File: src/rtl/uart_pkg.sv
// Purpose: shared UART definitions (receiver FSM state encoding, baud timing helpers).
// Ports: none (package).
package uart_pkg;

  localparam int unsigned BAUD_W = 16;
  localparam int unsigned BIT_W  = 3;

  localparam logic [2:0] IDLE  = 3'd0;
  localparam logic [2:0] START = 3'd1;
  localparam logic [2:0] DATA  = 3'd2;
  localparam logic [2:0] STOP  = 3'd3;
  localparam logic [2:0] BREAK = 3'd4;

  // Bit period in system clock cycles; shared with the transmitter.
  function automatic int unsigned cycles_per_bit(input int unsigned clk_hz,
                                                 input int unsigned baud);
    return clk_hz / baud;
  endfunction

  // Offset from a start-bit edge to its midpoint.
  function automatic int unsigned half_bit(input int unsigned clk_hz,
                                           input int unsigned baud);
    return cycles_per_bit(clk_hz, baud) / 2;
  endfunction

endpackage

File: src/rtl/uart_rx_if.sv
// Purpose: receiver-side serial line plus received-byte outputs.
// Signals: rx (serial in, idle high), data[7:0], valid, frame_err, busy.
// Modports: master = the receiver, slave = the line driver / byte consumer.
interface uart_rx_if;
  logic       rx;
  logic [7:0] data;
  logic       valid;
  logic       frame_err;
  logic       busy;

  modport master (input rx, output data, output valid, output frame_err, output busy);
  modport slave  (output rx, input data, input valid, input frame_err, input busy);
endinterface

File: src/rtl/sync_2ff.sv
// Purpose: two-flop synchronizer for an asynchronous single-bit input.
// Ports: clk, rst (sync, active-high), d (async in), q (synchronized out).
module sync_2ff #(
  parameter logic RST_VAL = 1'b1
) (
  input  logic clk,
  input  logic rst,
  input  logic d,
  output logic q
);

  logic meta;

  always_ff @(posedge clk) begin
    if (rst) begin
      meta <= RST_VAL;
      q    <= RST_VAL;
    end else begin
      meta <= d;
      q    <= meta;
    end
  end

endmodule

File: src/rtl/uart_rx.sv
// Purpose: 8N1 UART receiver, LSB first, midpoint sampling with the system clock.
// Ports: clk, rst (sync, active-high), bus (uart_rx_if.master: rx in;
//        data, valid, frame_err, busy out - all registered).
module uart_rx
  import uart_pkg::*;
#(
  parameter int unsigned clock_frequency = 12000000,
  parameter int unsigned baud_rate       = 9600
) (
  input  logic          clk,
  input  logic          rst,
  uart_rx_if.master     bus
);

  localparam int unsigned CPB  = cycles_per_bit(clock_frequency, baud_rate);
  localparam int unsigned HALF = half_bit(clock_frequency, baud_rate);
  localparam logic [BAUD_W-1:0] CPB_LD  = BAUD_W'(CPB - 1);
  localparam logic [BAUD_W-1:0] HALF_LD = BAUD_W'(HALF);

  logic              rx_s;
  logic [2:0]        state, state_nxt;
  logic [BAUD_W-1:0] baud_cnt, baud_nxt;
  logic [BIT_W-1:0]  bit_cnt, bit_nxt;
  logic [7:0]        shift_reg, shift_nxt;
  logic [7:0]        data_q, data_nxt;
  logic              valid_q, valid_nxt;
  logic              ferr_q, ferr_nxt;
  logic              busy_q, busy_nxt;
  logic              baud_zero_c;

  sync_2ff #(.RST_VAL(1'b1)) u_sync (
    .clk (clk),
    .rst (rst),
    .d   (bus.rx),
    .q   (rx_s)
  );

  // State, counters and registered outputs.
  always_ff @(posedge clk) begin
    if (rst) begin
      state     <= IDLE;
      baud_cnt  <= '0;
      bit_cnt   <= '0;
      shift_reg <= '0;
      data_q    <= '0;
      valid_q   <= 1'b0;
      ferr_q    <= 1'b0;
      busy_q    <= 1'b0;
    end else begin
      state     <= state_nxt;
      baud_cnt  <= baud_nxt;
      bit_cnt   <= bit_nxt;
      shift_reg <= shift_nxt;
      data_q    <= data_nxt;
      valid_q   <= valid_nxt;
      ferr_q    <= ferr_nxt;
      busy_q    <= busy_nxt;
    end
  end

  assign baud_zero_c = (baud_cnt == '0);

  // Next-state, counter and output decode.
  always_comb begin
    state_nxt = state;
    baud_nxt  = baud_cnt;
    bit_nxt   = bit_cnt;
    shift_nxt = shift_reg;
    data_nxt  = data_q;
    valid_nxt = 1'b0;
    ferr_nxt  = 1'b0;

    // Non-idle states all count down one bit slot at a time.
    if (state != IDLE && state != BREAK && !baud_zero_c) begin
      baud_nxt = baud_cnt - BAUD_W'(1);
    end

    case (state)
      IDLE: begin
        if (!rx_s) begin
          baud_nxt  = HALF_LD;
          state_nxt = START;
        end
      end
      START: begin
        if (baud_zero_c) begin
          // Still low at mid start bit: genuine frame; otherwise a glitch.
          if (!rx_s) begin
            baud_nxt  = CPB_LD;
            bit_nxt   = '0;
            state_nxt = DATA;
          end else begin
            state_nxt = IDLE;
          end
        end
      end
      DATA: begin
        if (baud_zero_c) begin
          shift_nxt[bit_cnt] = rx_s;
          baud_nxt           = CPB_LD;
          if (bit_cnt == BIT_W'(7)) begin
            state_nxt = STOP;
          end else begin
            bit_nxt = bit_cnt + BIT_W'(1);
          end
        end
      end
      STOP: begin
        if (baud_zero_c) begin
          if (rx_s) begin
            data_nxt  = shift_reg;
            valid_nxt = 1'b1;
            state_nxt = IDLE;
          end else begin
            ferr_nxt  = 1'b1;
            state_nxt = BREAK;
          end
        end
      end
      BREAK: begin
        // A held-low line must not be mistaken for a new start bit.
        if (rx_s) begin
          state_nxt = IDLE;
        end
      end
      default: begin
        state_nxt = IDLE;
      end
    endcase

    busy_nxt = (state_nxt != IDLE);
  end

  assign bus.data      = data_q;
  assign bus.valid     = valid_q;
  assign bus.frame_err = ferr_q;
  assign bus.busy      = busy_q;

endmodule

File: src/flat_wrapper.sv
// flat-port wrapper written by rule: the top's interface ports become plain ports
module uart_rx_flat import uart_pkg::*;
#(
  parameter int unsigned clock_frequency = 12000000,
  parameter int unsigned baud_rate       = 9600
)
  (clk, rst, bus_rx, bus_data, bus_valid, bus_frame_err, bus_busy);
  uart_rx_if bus_i ();
  input  logic clk;
  input  logic rst;
  input wire logic [$bits(bus_i.rx)-1:0] bus_rx;
  output wire logic [$bits(bus_i.data)-1:0] bus_data;
  output wire logic [$bits(bus_i.valid)-1:0] bus_valid;
  output wire logic [$bits(bus_i.frame_err)-1:0] bus_frame_err;
  output wire logic [$bits(bus_i.busy)-1:0] bus_busy;
  assign bus_i.rx = bus_rx;
  assign bus_data = bus_i.data;
  assign bus_valid = bus_i.valid;
  assign bus_frame_err = bus_i.frame_err;
  assign bus_busy = bus_i.busy;
  uart_rx #(.clock_frequency(clock_frequency), .baud_rate(baud_rate)) u_core (.clk(clk), .rst(rst), .bus(bus_i));
endmodule
File: config.mk
export PLATFORM = sky130hd
export DESIGN_NAME = uart_rx_flat
export DESIGN_NICKNAME = d
export VERILOG_FILES = /design/src/rtl/uart_pkg.sv /design/src/rtl/uart_rx_if.sv /design/src/rtl/sync_2ff.sv /design/src/rtl/uart_rx.sv /design/src/flat_wrapper.sv
export SDC_FILE = /design/constraint.sdc
export NUM_CORES = 1
export LEC_CHECK = 0
export ABC_CLOCK_PERIOD_IN_PS = 2330
export CAP_MARGIN = 20
export CORE_MARGIN = 10
export CORE_UTILIZATION = 58
export CTS_CLUSTER_SIZE = 10
export DETAILED_ROUTE_END_ITERATION = 6
export PLACE_DENSITY = 0.9
export SYNTH_ARGS = -nofsm -noshare
export SYNTH_HDL_FRONTEND = slang
export SYNTH_SLANG_ARGS = --single-unit
File: constraint.sdc
create_clock -name clk -period 2.33 [get_ports clk]
set_clock_uncertainty 0.05 [all_clocks]
set_input_delay 0.466 -clock clk [delete_from_list [all_inputs] [get_ports clk]]
set_output_delay 0.466 -clock clk [all_outputs]
set_load 0.03 [all_outputs]
# == Word-level counts from Yosys, hierarchy flattened ==
# Cells that the tools add are included.
# op_classes
addsub,2
n_mul,0
div,0
magnitude_cmp,2
n_eq_ne,10
n_shift,0
mux,25
bitwise,2
reduce_logical,13
# op_table
cell,count
$mux W16,5
$pmux W16 S3,1
$mux W3,11
$logic_not A16 Y1,1
$sub A16 B1 Y16 const B,1
$pmux W3 S5,1
$bwmux W8,1
$eq A3 B2 Y1 const B,2
$eq A3 B3 Y1 const B,2
$pmux W3 S2,1
$reduce_bool A3 Y1,2
$reduce_and A5 Y1,1
$lt A3 B4 Y1 const B,1
$ne A2 B1 Y1 const B,2
$ne A2 B2 Y1 const B,2
$add A3 B1 Y3 const B,1
$demux W1 S3,1
$eq A3 B1 Y1 const B,1
$ge A3 B1 Y1 const B,1
$logic_and A1 B1 Y1,3
$logic_not A3 Y1,1
$mux W1,3
$ne A3 B3 Y1 const B,1
$reduce_and A3 Y1,1
other kinds (6),7
# totals
ff_bits,43
latch_bits,0
ramBits,0
mem_bits_ro,0
inputBits,3
out_inout_bits,11
wordCells,64
n_memories,0

# == Depth between registers and ports, before layout ==
# Gate-level depths: netlist of the first run.
# logic_depth
ltp_word,7
ltp_mapped,10

# == Hierarchy ==
# Synthesis of the first run repeated with hierarchy kept, for this count alone.
# unflattened
hier_cells,263
hier_area_um2,2162.1
# modules_own_cells
module,instances,cells_per_inst,area_each_um2
uart_rx,1,259,2109.5
sync_2ff,1,4,52.6

# == Worst setup path after synthesis of the first run ==
# No wires, ideal clock.
# synth_timing
path_kind,reg-to-reg
start,register u_core.baud_cnt[0]
end,register u_core.busy_q (netlist: u_core.bus.busy)
setup_ns,0.127
arrival_time_ns,1.753
required_ns,2.153
path_slack_ns,0.400
path_stages_with_launch,9
path_buffers,1
path_cell_list,dfxtp_1 -> inv_1 -> ha_1 -> nor4b_4 -> and4_1 -> buf_6 -> a311oi_4 -> a2111oi_4 -> or3_1
# synth_via
elab_chain_cells,4
elab_cells_between_ends,6
classes_between,4 x mux; 2 x reduce/logical
# synth_rtl
item,line_no,text
from (decl),uart_rx.sv:22,"logic [BAUD_W-1:0] baud_cnt, baud_nxt;"
from (signal assigned),uart_rx.sv:51,baud_cnt <= baud_nxt;
$logic_not A16 Y1 (*),uart_rx.sv:61,assign baud_zero_c = (baud_cnt == '0);
$mux W3 (on tied branches),"uart_rx.sv:109, uart_rx.sv:86, uart_rx.sv:98",
$pmux W3 S5 (*),uart_rx.sv:78,case (state)
$reduce_bool A3 Y1 (*),uart_rx.sv:131,busy_nxt = (state_nxt != IDLE);
to (signal assigned),uart_rx.sv:57,busy_q <= busy_nxt;
to (decl),uart_rx.sv:28,"logic busy_q, busy_nxt;"
# Mark *: on every way between the ends. The rest lies on a longest branch, timed or not.
# A chain may end at the register's enable or synchronous reset.

# == Final worst setup path of the first run ==
# layout_timing
start,register u_core.baud_cnt[0]
end,register u_core.data_q[3] (netlist: u_core.bus.data[3])
# layout_via
elab_chain_cells,2
# layout_rtl
item,line_no,text
$logic_not A16 Y1,uart_rx.sv:61,
$reduce_and A3 Y1 (no line),n/a,
to (signal assigned),uart_rx.sv:54,data_q <= data_nxt;
to (decl),uart_rx.sv:25,"logic [7:0] data_q, data_nxt;"
# No other way between the ends.

==> impl_metrics.json, run 1 <==
{
  "tns_ns": 0,
  "ys_seq_area_share_pct": 41.9,
  "fmax_mhz": 456,
  "die_w_um": 79.5,
  "clkTransAtPathRegs_ns": 0.15,
  "clkPwrFrac_pct": 25.9,
  "highest-signal-layer": "met4",
  "hold_viol": 0,
  "core_area_mm2": 0.00339,
  "grt_max_degree": 27,
  "vias": 1655,
  "syn_area_mm2": 0.00206,
  "clockBufferDepth": 2,
  "drtIter0Drc": 189,
  "cellPowerDensity_mw_per_mm2": 671,
  "hp-class": "reg -> reg",
  "fin_cells": 284,
  "startpoint_type": "flop",
  "ys_ff_latch": 43,
  "overflow": 0,
  "h-tree-depth": 2,
  "combPwrFrac_pct": 23.3,
  "final_area_mm2": 0.00232,
  "placedCellCount": 275,
  "antenna_found_initial": 0,
  "endpoint_kind": "flop",
  "row_count": 21,
  "synthArstFlopShare_pct": 0,
  "wirelength_mm": 4.41,
  "cap_violations": 0,
  "nFillCells": 274,
  "largest_reg_flops": 16,
  "final-max-slew-violation-count": 0,
  "internal-power_w": 0.00104,
  "synthFlopType": "dfxtp_1",
  "pwr-share-seq_pct": 50.8,
  "hold_buffers": 0,
  "grt_pass1_wl_mm": 7.52,
  "fin_nets": 243,
  "wl_met1_mm": 2.11,
  "wl_per_cell_um": 15.5,
  "antenna_left": 0,
  "diodes": 0,
  "finalCriticalPeriod_ns": 2.19,
  "critical_path_arrival_ns": 2.42,
  "grt_usage_pct": 14.7,
  "clk_latency_ns": 0.38,
  "initial_core_util_pct": 60.6,
  "swShare_pct": 33.3,
  "synth_nets": 224,
  "syn_to_final_growth_pct": 13.0,
  "route.detailed.drc": 0,
  "rsz0062_at_grt": "no",
  "final_core_util_pct": 68.5,
  "hpwlAfterDp_mm": 3.17,
  "setup-violations-final": 0,
  "met2_length_mm": 1.99,
  "wl_met3_um": 260,
  "leakagePower_nw": 0.920,
  "place_area_mm2": 0.00225,
  "cts_tree": "done",
  "dr.pass1.iters": 4,
  "cp_max_fo": 8,
  "worst_slew_pin_slew_ns": 0.529,
  "grt_pass1_vias": 1581,
  "period_share_pct": 94.2,
  "die_y_um": 79.5,
  "vdd_drop_max_mv": 0.517,
  "status": "completed",
  "cts_made_buffers": 5,
  "via_per_inst": 5.83,
  "synthCells": 218,
  "final_cell_mix": "dfxtp_1 (43), nor2_1 (33), mux2i_1 (19)",
  "drive_gt1_share_pct": 13.4,
  "slew_headroom_pct": 64.7,
  "yosysWarnings": 0,
  "synth-edff-count": 0,
  "cts_num_sinks": 43,
  "cp.required_ns": 2.56,
  "power.switching_w": 0.000520,
  "crit_type": "reg -> reg",
  "avgSynthCellArea_um2": 9.43,
  "final_common_cell": "dfxtp_1",
  "ys_types": 43,
  "die-area_mm2": 0.00633,
  "routabilityCongestion": 0.835,
  "ios": 14,
  "portBuffers": 13,
  "cts-root-buf": "clkbuf_4"
}
## Yosys cell counts, drive strengths merged (2+ instances only)
master,number,area share [%]
a311oi,2,1.7
dfxtp,43,42
nor4b,4,2.4
inv,3,0.55
nand4,7,2.9
nand2,6,1.1
a211oi,5,1.8
nor2b,2,0.61
or4,2,0.73
ha,3,1.8
or2,5,1.5
o21ai,3,0.73
a211o,2,0.85
nand2b,8,2.4
nand3,9,2.2
xnor2,8,3.4
mux2i,19,9.3
a2111oi,2,1.8
nor2,33,6.0
or3,5,1.5
nor4,9,3.3
a21oi,7,1.7
nor3,10,2.9
clkbuf,5,0.91
buf,7,2.5
## metrics by stage
step           hold slack, ns  setup WS (ns)  total power (W)
2_1_floorplan           0.339          0.400          0.00109
3_3_place_gp            0.342          0.156          0.00113
3_5_place_dp            0.363        -0.0590          0.00115
4_1_cts                 0.389         0.0667          0.00155
5_1_grt                 0.381         0.0204          0.00164
6_report                0.378          0.136          0.00156
## final timing paths
kind                                         start            endpoint  slack [ns]  cells past startpoint
worst max-delay path            u_core.baud_cnt[0]  u_core.bus.data[3]        0.14                      8
worst min-delay path            u_core.u_sync.meta     u_core.u_sync.q        0.38                      1
worst max register to register  u_core.baud_cnt[0]  u_core.bus.data[3]        0.14                      8
worst min register to register  u_core.u_sync.meta     u_core.u_sync.q        0.38                      1
## cell families (layout without fill, tap and decap cells)
family	Yosys count	in the layout	share of synthesized area (%)
and+or+nand+nor	104	104	29.1
DFF	43	43	41.9
AOI/OAI and AO/OA	26	26	10.6
muxes	19	19	9.25
buffers and inverters	15	35	3.96
xor gates and xnor gates	8	8	3.41
adders and majority gates	3	3	1.83
## timing repair
| action | 4_1_cts | 5_1_grt |
|---|---|---|
| gates resized for setup | 2 | 0 |
| endpoints found under the setup margin | 9 | 7 |
| cloned | 0 | 0 |
| setup buffers | 0 | 1 |
## routing by layer
| layer | up-vias | global-route usage [%] |
|---|---|---|
| met2 | 41 | 21.8 |
| met3 | 6 | 4.62 |
| met4 | 0 | 7.53 |
| met5 | - | 0 |
| met1 | 777 | 18.6 |
| li1 | 831 | - |
## power groups by stage
stage               registers [W]  clock network, W  logic [W]
finish                   0.000791          0.000403   0.000363
global route             0.000796          0.000445   0.000395
CTS                      0.000791          0.000412   0.000351
detailed placement       0.000807                 0   0.000341
global placement         0.000805                 0   0.000328
floorplan                0.000802                 0   0.000285
## critical path, cell delays in order (launching register included)
cell	delay, ns
dfxtp_1	0.37
inv_1	0.07
ha_1	0.18
nor4b_4	0.31
and4_4	0.36
buf_4	0.19
nand4_4	0.22
mux2i_1	0.29
nor2_1	0.06
## area by class of cell
type	instances	area [um2]	share of cell area, %
tap	46	57.6	2.48
sequential	43	861	37.1
multi-input combinational	160	1120	48.1
inverter	3	11.3	0.485
timing repair buffer	24	213	9.16
clock buffer	5	37.5	1.62
clock inverter	3	26.3	1.13
No activity file was read; power rests on OpenSTA's default activity.
==> inputs of run 2 (changes only) <==
- CORE_UTILIZATION: 58 -> 60
- CTS_BUF_LIST: default -> sky130_fd_sc_hd__clkbuf_8
- CTS_CLUSTER_SIZE: 10 -> 25
- PLACE_DENSITY: 0.9 -> 0.92
==> run 2 against run 1 <==
Compared with the run above: sequential share of layout area shrank 0.49 points; sequential power about the same; global-route usage is 0.29 points lower; non-clock buffer count is 2 lower; design area rose by 1.3%; clock-buffer cell count is the same; critical endpoint is now u_core.bus.busy.
==> impl_metrics.json, run 2 (synthesis results as in run 1) <==
{
  "status": "completed",
  "combPwrFrac_pct": 20.2,
  "cts-root-buf": "clkbuf_8",
  "cts_setup_buffers": 0,
  "finalCriticalPeriod_ns": 2.11,
  "fin_nets": 241,
  "h-tree-depth": 2,
  "power.switching_w": 0.000497,
  "pre_cts_ws_ns": 0.270,
  "rsz0062_at_grt": "no",
  "grt_max_degree": 19,
  "nFillCells": 253,
  "r2r_slack_ns": 0.22,
  "antenna_found_initial": 0,
  "hold_buffers": 0,
  "die_y_um": 78.5,
  "grt_usage_pct": 14.4,
  "largest_reg_flops": 16,
  "syn_to_final_growth_pct": 14.5,
  "endpoint_kind": "flop",
  "ios": 14,
  "critical_path_arrival_ns": 2.31,
  "routabilityCongestion": 0.826,
  "route.detailed.drc": 0,
  "die_w_um": 78.5,
  "cts_num_sinks": 43,
  "cts-resized-gates": 0,
  "vdd_drop_max_mv": 0.506,
  "diodes": 0,
  "period_share_pct": 90.7,
  "row_count": 21,
  "whs_path_depth": 1,
  "swShare_pct": 29.0,
  "cts_made_buffers": 5,
  "cp_max_fo": 10,
  "portBuffers": 13,
  "rr_endpoint": "u_core.bus.busy",
  "cp.required_ns": 2.53,
  "startpoint_type": "flop",
  "dr.pass1.iters": 4,
  "cts_tree": "done",
  "hpwlAfterDp_mm": 2.99,
  "pwr-share-seq_pct": 46.2,
  "hold_viol": 0,
  "final_cell_mix": "dfxtp_1 (43), nor2_1 (33), mux2i_1 (19)",
  "die-area_mm2": 0.00617,
  "final_common_cell": "dfxtp_1",
  "antenna_left": 0,
  "cap_violations": 0,
  "slew_headroom_pct": 63.6,
  "core_area_mm2": 0.00331,
  "ff2ff_path_depth": 8,
  "grt_pass1_wl_mm": 7.45,
  "vias": 1644,
  "clkPwrFrac_pct": 33.7,
  "crit_type": "reg -> reg",
  "grt_pass1_vias": 1656,
  "overflow": 0,
  "via_per_inst": 5.83,
  "wirelength_mm": 4.17,
  "tns_ns": 0,
  "clockBufferDepth": 2,
  "r2r-start": "u_core.baud_cnt[0]",
  "hp-class": "reg -> reg",
  "leakagePower_nw": 0.930,
  "clkTransAtPathRegs_ns": 0.08,
  "hold_end": "u_core.u_sync.q",
  "drtIter0Drc": 134,
  "hold_start": "u_core.u_sync.meta",
  "cellPowerDensity_mw_per_mm2": 729,
  "worst_slew_pin_slew_ns": 0.538,
  "internal-power_w": 0.00122,
  "final-max-slew-violation-count": 0,
  "initial_core_util_pct": 62.1,
  "layout_setup_ws_ns": 0.216,
  "drive_gt1_share_pct": 12.3,
  "setup-violations-final": 0,
  "fmax_mhz": 473,
  "clk_latency_ns": 0.30,
  "wl_per_cell_um": 14.8
}
==> run 2: cell types whose count changed in the layout (fill, tap and decap cells not counted) <==
cell,delta
clkbuf_8,+5
clkinv_2,+1
and4_1,+1
inv_6,-2
and4_4,-1
bufinv_16,+1
clkbuf_4,-5
buf_4,-2
==> run 2: power groups by stage <==
stage,Clock (W),Sequential [W],Combinational (W)
3_5_place_dp,0,0.000809,0.000338
3_3_place_gp,0,0.000807,0.000329
6_report,0.000577,0.000792,0.000346
5_1_grt,0.000607,0.000797,0.000380
2_1_floorplan,0,0.000802,0.000285
4_1_cts,0.000580,0.000792,0.000341
==> run 2: area by class of cell <==
cell class              count  area (um2)  share of cell area, %
clock buffers               5        68.8                   2.92
clock inverters             3        43.8                   1.86
inverters                   3        11.3                  0.478
multi-input cells         160        1110                   47.3
flip-flops and latches     43         861                   36.6
well taps                  46        57.6                   2.45
repair buffers             22         198                   8.40
==> run 2: how the worst max path moves through the flow <==
stage	start	endpoint	slack, ns	cells past startpoint
2_1_floorplan	u_core.baud_cnt[0]	u_core.bus.busy	0.40	8
3_3_place_gp	u_core.baud_cnt[11]	u_core.bus.busy	0.34	6
3_5_place_dp	u_core.baud_cnt[0]	u_core.bus.busy	0.27	8
4_1_cts	u_core.baud_cnt[0]	u_core.bus.busy	0.23	8
5_1_grt	u_core.baud_cnt[0]	u_core.bus.data[5]	0.07	8
6_report	u_core.baud_cnt[0]	u_core.bus.busy	0.22	8
==> run 2: worst max-delay path, stage by stage (launching register included) <==
cell      delay (ns)
dfxtp_1         0.35
inv_1           0.07
ha_1            0.17
nor4b_4         0.27
and4_1          0.35
buf_4           0.21
nand3_1         0.16
a211oi_1        0.29
or3_1           0.15
==> run 2: per-stage QoR <==
step | hold slack, ns | total power (W) | cells | utilization [%] | area [um2]
final | 0.375 | 0.00172 | 282 | 71.1 | 2350
after CTS | 0.376 | 0.00171 | 282 | 71.1 | 2350
after global routing | 0.392 | 0.00178 | 282 | 71.1 | 2350
after floorplan | 0.339 | 0.00109 | 218 | - | 2060
after global placement | 0.343 | 0.00114 | 274 | 67.7 | 2240
after detailed placement | 0.356 | 0.00115 | 274 | 67.7 | 2240
==> run 2: layer usage <==
metal	global-route usage (%)	vias up	share of wire [%]
li1	-	816	-
met2	24.3	42	49
met4	6.81	0	2.3
met1	16.5	775	44
met3	3.87	11	4.5
met5	0	-	0
==> inputs of run 3 (changes only) <==
- ABC_CLOCK_PERIOD_IN_PS: 2330 -> default
==> results of run 3 <==
No change in the layout: final DEF, timing and power equal those of run 2.
